$ cat src/rtl/mem_access_seq.sv
// Single-request memory sequencer: word/byte loads and stores, LDI/STI double access,
// misalignment detection and an optional per-phase response timeout.
module mem_access_seq #(
    parameter int WIDTH    = 16,
    parameter int MAX_WAIT = 0
) (
    input  logic               clk,
    input  logic               reset,
    input  logic               req_valid,
    output logic               req_ready,
    input  logic [2:0]         req_op,
    input  logic [WIDTH-1:0]   req_addr,
    input  logic [WIDTH-1:0]   req_wdata,
    output logic               rsp_valid,
    output logic [WIDTH-1:0]   rsp_data,
    output logic               rsp_error,
    output logic [WIDTH-1:0]   mem_address,
    output logic               mem_read,
    output logic               mem_write,
    output logic [WIDTH/8-1:0] mem_wmask,
    output logic [WIDTH-1:0]   mem_wdata,
    input  logic [WIDTH-1:0]   mem_rdata,
    input  logic               mem_resp
);
    localparam int BYTES   = WIDTH / 8;
    localparam int LSB     = $clog2(BYTES);
    localparam int CW      = $clog2(MAX_WAIT + 2);
    localparam int TO_LAST = (MAX_WAIT > 0) ? MAX_WAIT - 1 : 0;

    localparam logic [2:0] OP_LDW  = 3'b000;
    localparam logic [2:0] OP_LDBZ = 3'b001;
    localparam logic [2:0] OP_LDBS = 3'b010;
    localparam logic [2:0] OP_STW  = 3'b011;
    localparam logic [2:0] OP_STB  = 3'b100;
    localparam logic [2:0] OP_LDI  = 3'b101;
    localparam logic [2:0] OP_STI  = 3'b110;
    localparam logic [2:0] OP_RSV  = 3'b111;

    typedef enum logic [2:0] {IDLE, RD1, RD2, WR, RESP} state_t;

    state_t             state_q, state_d;
    logic [2:0]         op_q, op_d;
    logic [LSB-1:0]     lane_q, lane_d;
    logic [WIDTH-1:0]   wdata_q, wdata_d;
    logic [CW-1:0]      wait_q, wait_d;

    logic               req_ready_q, rsp_valid_q, rsp_error_q, rsp_error_d;
    logic               mem_read_q, mem_write_q;
    logic [WIDTH-1:0]   rsp_data_q, rsp_data_d;
    logic [WIDTH-1:0]   mem_address_q, mem_address_d;
    logic [WIDTH-1:0]   mem_wdata_q, mem_wdata_d;
    logic [BYTES-1:0]   mem_wmask_q, mem_wmask_d;

    logic [7:0]         rbyte;
    logic [BYTES-1:0]   stb_mask;
    logic               word_op, timeout_hit;

    function automatic logic [WIDTH-1:0] align(input logic [WIDTH-1:0] a);
        return {a[WIDTH-1:LSB], {LSB{1'b0}}};
    endfunction

    always_comb begin
        rbyte    = '0;
        stb_mask = '0;
        for (int b = 0; b < BYTES; b++) begin
            if (lane_q == LSB'(b)) rbyte = mem_rdata[b*8 +: 8];
            stb_mask[b] = (req_addr[LSB-1:0] == LSB'(b));
        end
    end

    assign word_op     = (req_op == OP_LDW) || (req_op == OP_STW) ||
                         (req_op == OP_LDI) || (req_op == OP_STI);
    assign timeout_hit = (MAX_WAIT > 0) && (wait_q == CW'(TO_LAST));

    always_comb begin
        state_d       = state_q;
        op_d          = op_q;
        lane_d        = lane_q;
        wdata_d       = wdata_q;
        wait_d        = wait_q;
        rsp_data_d    = '0;
        rsp_error_d   = 1'b0;
        mem_address_d = mem_address_q;
        mem_wmask_d   = mem_wmask_q;
        mem_wdata_d   = mem_wdata_q;
        unique case (state_q)
            IDLE: begin
                if (req_valid) begin
                    op_d    = req_op;
                    lane_d  = req_addr[LSB-1:0];
                    wdata_d = req_wdata;
                    wait_d  = '0;
                    if (req_op == OP_RSV || (word_op && |req_addr[LSB-1:0])) begin
                        state_d     = RESP;
                        rsp_error_d = 1'b1;
                    end else if (req_op == OP_STW || req_op == OP_STB) begin
                        state_d       = WR;
                        mem_address_d = align(req_addr);
                        mem_wmask_d   = (req_op == OP_STB) ? stb_mask : '1;
                        mem_wdata_d   = (req_op == OP_STB) ? {BYTES{req_wdata[7:0]}} : req_wdata;
                    end else begin
                        state_d       = RD1;
                        mem_address_d = align(req_addr);
                    end
                end
            end
            RD1, RD2, WR: begin
                if (mem_resp) begin
                    wait_d  = '0;
                    state_d = RESP;
                    if (state_q == RD2) begin
                        rsp_data_d = mem_rdata;
                    end else if (state_q == RD1) begin
                        unique case (op_q)
                            OP_LDW:  rsp_data_d = mem_rdata;
                            OP_LDBZ: rsp_data_d = {{(WIDTH-8){1'b0}}, rbyte};
                            OP_LDBS: rsp_data_d = {{(WIDTH-8){rbyte[7]}}, rbyte};
                            default: begin
                                // LDI/STI: the word just read is the pointer for the second phase
                                if (|mem_rdata[LSB-1:0]) begin
                                    rsp_error_d = 1'b1;
                                end else if (op_q == OP_LDI) begin
                                    state_d       = RD2;
                                    mem_address_d = mem_rdata;
                                end else begin
                                    state_d       = WR;
                                    mem_address_d = mem_rdata;
                                    mem_wmask_d   = '1;
                                    mem_wdata_d   = wdata_q;
                                end
                            end
                        endcase
                    end
                end else if (timeout_hit) begin
                    wait_d      = '0;
                    state_d     = RESP;
                    rsp_error_d = 1'b1;
                end else begin
                    wait_d = wait_q + 1'b1;
                end
            end
            RESP:    state_d = IDLE;
            default: state_d = IDLE;
        endcase
    end

    always_ff @(posedge clk or posedge reset) begin
        if (reset) begin
            state_q       <= IDLE;
            op_q          <= '0;
            lane_q        <= '0;
            wdata_q       <= '0;
            wait_q        <= '0;
            req_ready_q   <= 1'b1;
            rsp_valid_q   <= 1'b0;
            rsp_error_q   <= 1'b0;
            rsp_data_q    <= '0;
            mem_read_q    <= 1'b0;
            mem_write_q   <= 1'b0;
            mem_address_q <= '0;
            mem_wmask_q   <= '0;
            mem_wdata_q   <= '0;
        end else begin
            state_q       <= state_d;
            op_q          <= op_d;
            lane_q        <= lane_d;
            wdata_q       <= wdata_d;
            wait_q        <= wait_d;
            req_ready_q   <= (state_d == IDLE);
            rsp_valid_q   <= (state_d == RESP);
            rsp_error_q   <= rsp_error_d;
            rsp_data_q    <= rsp_data_d;
            mem_read_q    <= (state_d == RD1) || (state_d == RD2);
            mem_write_q   <= (state_d == WR);
            mem_address_q <= mem_address_d;
            mem_wmask_q   <= mem_wmask_d;
            mem_wdata_q   <= mem_wdata_d;
        end
    end

    assign req_ready   = req_ready_q;
    assign rsp_valid   = rsp_valid_q;
    assign rsp_data    = rsp_data_q;
    assign rsp_error   = rsp_error_q;
    assign mem_address = mem_address_q;
    assign mem_read    = mem_read_q;
    assign mem_write   = mem_write_q;
    assign mem_wmask   = mem_wmask_q;
    assign mem_wdata   = mem_wdata_q;
endmodule

$ cat config.mk
export PLATFORM = sky130hd
export DESIGN_NAME = mem_access_seq
export DESIGN_NICKNAME = d
export VERILOG_FILES = /design/src/rtl/mem_access_seq.sv
export SDC_FILE = /design/constraint.sdc
export NUM_CORES = 1
export LEC_CHECK = 0
export CAP_MARGIN = 15
export CORE_ASPECT_RATIO = 0.6
export CORE_MARGIN = 2
export CORE_UTILIZATION = 52
export CTS_BUF_LIST = sky130_fd_sc_hd__clkbuf_4 sky130_fd_sc_hd__clkbuf_8 sky130_fd_sc_hd__clkbuf_16
export CTS_CLUSTER_SIZE = 40
export DETAILED_ROUTE_END_ITERATION = 7
export PLACE_DENSITY = 0.86
export SYNTH_ARGS = -nofsm -noshare
export SYNTH_HDL_FRONTEND = slang
export SYNTH_SLANG_ARGS = --single-unit
$ cat constraint.sdc
create_clock -name clk -period 7.4 [get_ports clk]
set_input_delay 1.48 -clock clk [delete_from_list [all_inputs] [get_ports clk]]
set_output_delay 1.48 -clock clk [all_outputs]
set_load 0.05 [all_outputs]
* Word-level counts from Yosys, hierarchy flattened *
Index checks and enable logic that the tools add are counted.

operators by class
  add/sub/neg operators = 0
  $mul = 0
  multiplexer cells = 54
  bitwise logic cells = 1
  divide/modulo/power cells = 0
  equal/unequal tests = 24
  reductions and logical operators = 17
  order comparisons = 0
  shift-type cells = 0

operators by type and width
  cell                count
  $mux 16             21
  $pmux 16 s2         2
  $pmux 16 s3         1
  $mux 2              11
  $mux 3              7
  $eq 3x2->1 const B  6
  $eq 3x3->1 const B  6
  $ne 2x2->1 const B  9
  $logic_not 3->1     4
  $reduce_and 10->1   1
  $eq 3x1->1 const B  3
  $mux 1              8
  $mux 8              1
  $reduce_and 8->1    1
  $logic_or 1x1->1    6
  $pmux 3 s2          1
  $reduce_or 3->1     2
  $pmux 2 s2          1
  $pmux 1 s2          1
  $reduce_and 2->1    1
  $reduce_bool 2->1   1
  $logic_and 1x1->1   1
  $not 1->1           1

word-level totals
  logic and storage cells = 109
  flip-flop bits (word level) = 78
  memories = 0
  output and inout port bits = 55
  ROM bits = 0
  memory bits (writable) = 0
  bits in latches = 0

* Logic depth before layout (Yosys ltp) *
  word-level depth = 11
  mapped depth = 7
  gate-level depth less buffers = 4

* Worst setup path after synthesis *
OpenSTA, ideal clock, no wires.

  path type = input to register
  start point = input req_op[0]
  end point = register mem_address_q[15] (netlist: mem_address[15])
  path buffers = 3
  arrival time = 3014 ps
  slack = 4261 ps
  stages on the path = 7
  cells stage by stage = clkbuf_2 > or3_1 > a211oi_2 > or3b_1 > buf_4 > buf_8 > mux2_4

on the way
  cells in the longest elaborated chain, start to end = 8

ends and longest elaborated chain
  element                                               RTL line  RTL
  start, declared                                       11        input logic [2:0] req_op,
  $eq 3x2->1 / $logic_not 3->1 (equally long branches)  71        assign word_op = (req_op == OP_LDW) || (req_op == OP_STW) ||
  $logic_or 1x1->1 (2 in a row)                         71
  $logic_or 1x1->1                                      72        (req_op == OP_LDI) || (req_op == OP_STI);
  $logic_and 1x1->1                                     93        if (req_op == OP_RSV || (word_op && |req_addr[LSB-1:0])) begin
  $logic_or 1x1->1 (*)                                  93
  $ne 2x2->1 (no line) (*)                              n/a
  $reduce_and 8->1 (no line) (*)                        n/a
  end signal, assigned                                  175       mem_address_q <= mem_address_d;
  end, declared                                         50        logic [WIDTH-1:0] mem_address_q, mem_address_d;

Every way passes the cells marked *; elsewhere a longest branch is shown, timed or not.
A chain may end at the register's enable or synchronous reset.

* Final worst setup path *
  start point = input req_op[2]
  end point = register mem_wmask_q[1] (netlist: mem_wmask[1])

on the way
  cells in the longest elaborated chain, start to end = 8

ends and longest elaborated chain
  element                                               RTL line  RTL
  $eq 3x2->1 / $logic_not 3->1 (equally long branches)  71, 96
  $logic_or 1x1->1 (2 in a row)                         71
  $logic_or 1x1->1                                      72
  $logic_and 1x1->1                                     93
  $logic_or 1x1->1                                      93
  $ne 2x2->1 (no line)                                  n/a
  $reduce_and 10->1 (no line)                           n/a
  end signal, assigned                                  176       mem_wmask_q <= mem_wmask_d;
  end, declared                                         52        logic [BYTES-1:0] mem_wmask_q, mem_wmask_d;

Several ways; a longest one is shown, not always the timed one. The select of a mux whose other input is x is not followed.

==> out/qor.yml <==
logic_synthesis:
  ys_seq_area_share_pct: 50.4
  synth.top_cell.area_share_pct: 49.7
  synthFlopType: "dfrtp_1"
  netlist_area_um2: 3820
  yosys_register_bits: 77
  ys_types: 56
  syn_inst: 302
  synth_top_area_cell: "dfrtp_1"
  synth_area_per_cell_um2: 12.7
  async_reset_ff_share_pct: 100
  yosysWarnings: 0
  syn_nets: 357
  synth_edf_count: 0
  yosys-top-cells-area: "dfrtp_1 50%, mux2_2 16%, mux2_4 7.9%, mux2i_1 2.6%, a21oi_1 2.0%"
floorplan:
  start_util_pct: 53.1
  fp.dieW_um: 115
  dieArea_um2: 8080
  dieHeight_um: 70.4
  core_um2: 7210
  io_pins: 110
  num_rows: 24
run_status:
  outcome: "finished clean"
clock_tree:
  root_buffer: "clkbuf_16"
  cts.repair.resized: 0
  clock_latency_ns: 0.34
  clk_pin_slew_ns: 0.06
  post_cts_buffers: 0
  numCtsBuffers: 9
  htreeDepth: 3
  clock-sinks: 77
  cts_buffer_depth: 2
  hold_buffers: 0
  tritoncts: "yes"
power_and_ir_drop:
  power_frac_comb_pct: 52.5
  p_int_mw: 1.46
  seq_power_share_pct: 28.7
  pwr-share-clk_pct: 18.8
  switchingPower_mw: 1.04
  irDropWorstVdd_mv: 0.274
  p_leak_nw: 2.15
  powerDensity_nw_per_um2: 479
  swShare_pct: 41.6
layout:
  antenna_cells: 0
  final_common_cell: "clkdlybuf4s50_1"
  drive_above_1_share_pct: 25.9
  area_growth_pct: 36.7
  final_cells: 501
  fin_nets: 461
  layout_common_cells: "108 x clkdlybuf4s50_1, 76 x dfrtp_1, 55 x mux2_2, 20 x nor2_1, 20 x mux2_4"
timing:
  hold_viol: 0
  setup_violations: 0
  slew_violations: 0
  period_minus_slack_ns: 4.53
  slew_headroom_pct: 20.3
  tns_ns: 0
  min_period_over_period_pct: 61.3
  rsz0062_at_grt: "false"
  hold_slack_ns: 0.507
  fmax_mhz: 221
  worstMarginPinSlew_ns: 1.19
  skew_ns: 0.00439
setup_path:
  end_kind: "flop"
  start_kind: "input port"
  timing.critical_path.buf_inv: 1
  arrival_ns: 4.75
  cp_max_fo: 18
  cp_slowest_stage_delay_ns: 1.04
  path_cells: "clkdlybuf4s50_1, nor3b_2, o21ai_1, a211oi_4, mux2_2"
  critPathTopFamily: "compound AO/OA/AOI/OAI gates"
  crit_type: "input port to flop"
  crit_slowest_cell: "a211oi_4"
  required_ns: 7.62
drt:
  post-route-drc-count: 0
  drtIter0Drc: 209
  first_pass_iters: 5
  wl_per_cell_um: 19.5
  viasPerCell: 5.65
  vias: 2829
  drtAntennaViolNets: 0
  wl_mm: 9.76
global_routing:
  gr-total-overflow: 0
  antenna_found_initial: 0
  first_global_vias: 2873
  grt_pass1_wl_mm: 15.3
  grt_max_degree: 78
  grtUsageTotal_pct: 25.1
placement:
  gp_congestion: 0.858
  dp_hpwl_mm: 6.84
  placed_cells: 486
  place.port_buffers: 108
hold_path:
  hold_path.class: "flop to flop"
run:
  max_cap_viol_count: 0
## worst register-to-register path, delay by kind of cell, from the launching register on
family,cells,cell delay [ns]
muxes,1,0.44
and+or+nand+nor,1,0.34
DFF,1,0.55
AOI/OAI and AO/OA,2,1.15
## cells by family (layout without fill, tap and decap cells)
logic type	Yosys count	after routing	share of synthesized area (%)
multiplexers	85	85	26.7
flip-flops	77	77	50.4
AND/OR/NAND/NOR	62	62	9.26
AO/OA/AOI/OAI	51	51	8.80
buffers and inverters	23	131	4.02
XOR/XNOR	2	2	0.458
adder cells (fa/ha/maj)	1	1	0.262
other	1	1	0.0981
## through the flow
stage	setup WS [ns]	power [mW]	util, %	cell area, um^2
floorplan	3.95	1.68	-	3820
global placement	2.68	1.99	68.1	4910
detailed placement	2.59	2.03	68.1	4910
CTS	2.90	2.51	72.5	5230
global route	2.71	2.61	72.5	5230
finish	2.87	2.51	72.5	5230
## power by group through the flow
| stage | logic (mW) | clock network, mW | registers, mW |
|---|---|---|---|
| floorplan | 0.622 | 0 | 1.05 |
| global placement | 1.28 | 0 | 0.714 |
| detailed placement | 1.31 | 0 | 0.722 |
| CTS | 1.32 | 0.478 | 0.717 |
| global route | 1.38 | 0.495 | 0.739 |
| finish | 1.32 | 0.471 | 0.720 |
## path summary, 6_finish.rpt
check / start / endpoint / slack (ns) / depth (start not counted)
worst min-delay path: mem_address[4] / mem_address[4] / 0.51 / 1
worst min register to register: mem_address[4] / mem_address[4] / 0.51 / 1
max in group asynchronous: reset / mem_wmask[1] / 5.04 / 3
worst max register to register: state_q[0] / mem_wmask[1] / 4.80 / 4
worst max-delay path: req_op[2] / mem_wmask[1] / 2.87 / 5
min in group asynchronous: reset / mem_address[13] / 1.76 / 3
## state kept, by name, indices dropped and copies added (netlist names)
name,flops
mem_wdata,16
rsp_data,16
req_ready,1
wdata_q,16
mem_read,1
lane_q,1
state_q,3
rsp_error,1
mem_address,15
op_q,3
mem_write,1
mem_wmask,2
rsp_valid,1
## Yosys cell counts, types with 3 or more instances
master	n
a211oi_1	7
a21oi_1	15
and3_1	3
buf_4	3
clkbuf_1	3
dfrtp_1	76
inv_1	6
mux2_2	55
mux2_4	20
mux2i_1	10
nand2_1	4
nand3_1	5
nor2_1	20
nor3_1	10
o21ai_0	13
or3b_2	3
## per-layer routing
metal	GRT usage, %	share of wire [%]	wire, um
met1	37.5	47	4570
met2	35.8	45	4350
met3	8.16	7.1	689
met4	5.62	1.5	150
met5	0	0	0
## cell type report
type | count | area [um^2]
Fill cell | 498 | 1980
Multi-Input combinational cell | 202 | 1750
Timing Repair Buffer | 109 | 1090
Clock inverter | 4 | 72.6
Tap cell | 91 | 114
Clock buffer | 11 | 246
Sequential cell | 77 | 1930
Inverter | 7 | 27.5
(Power assumes the default switching activity.)
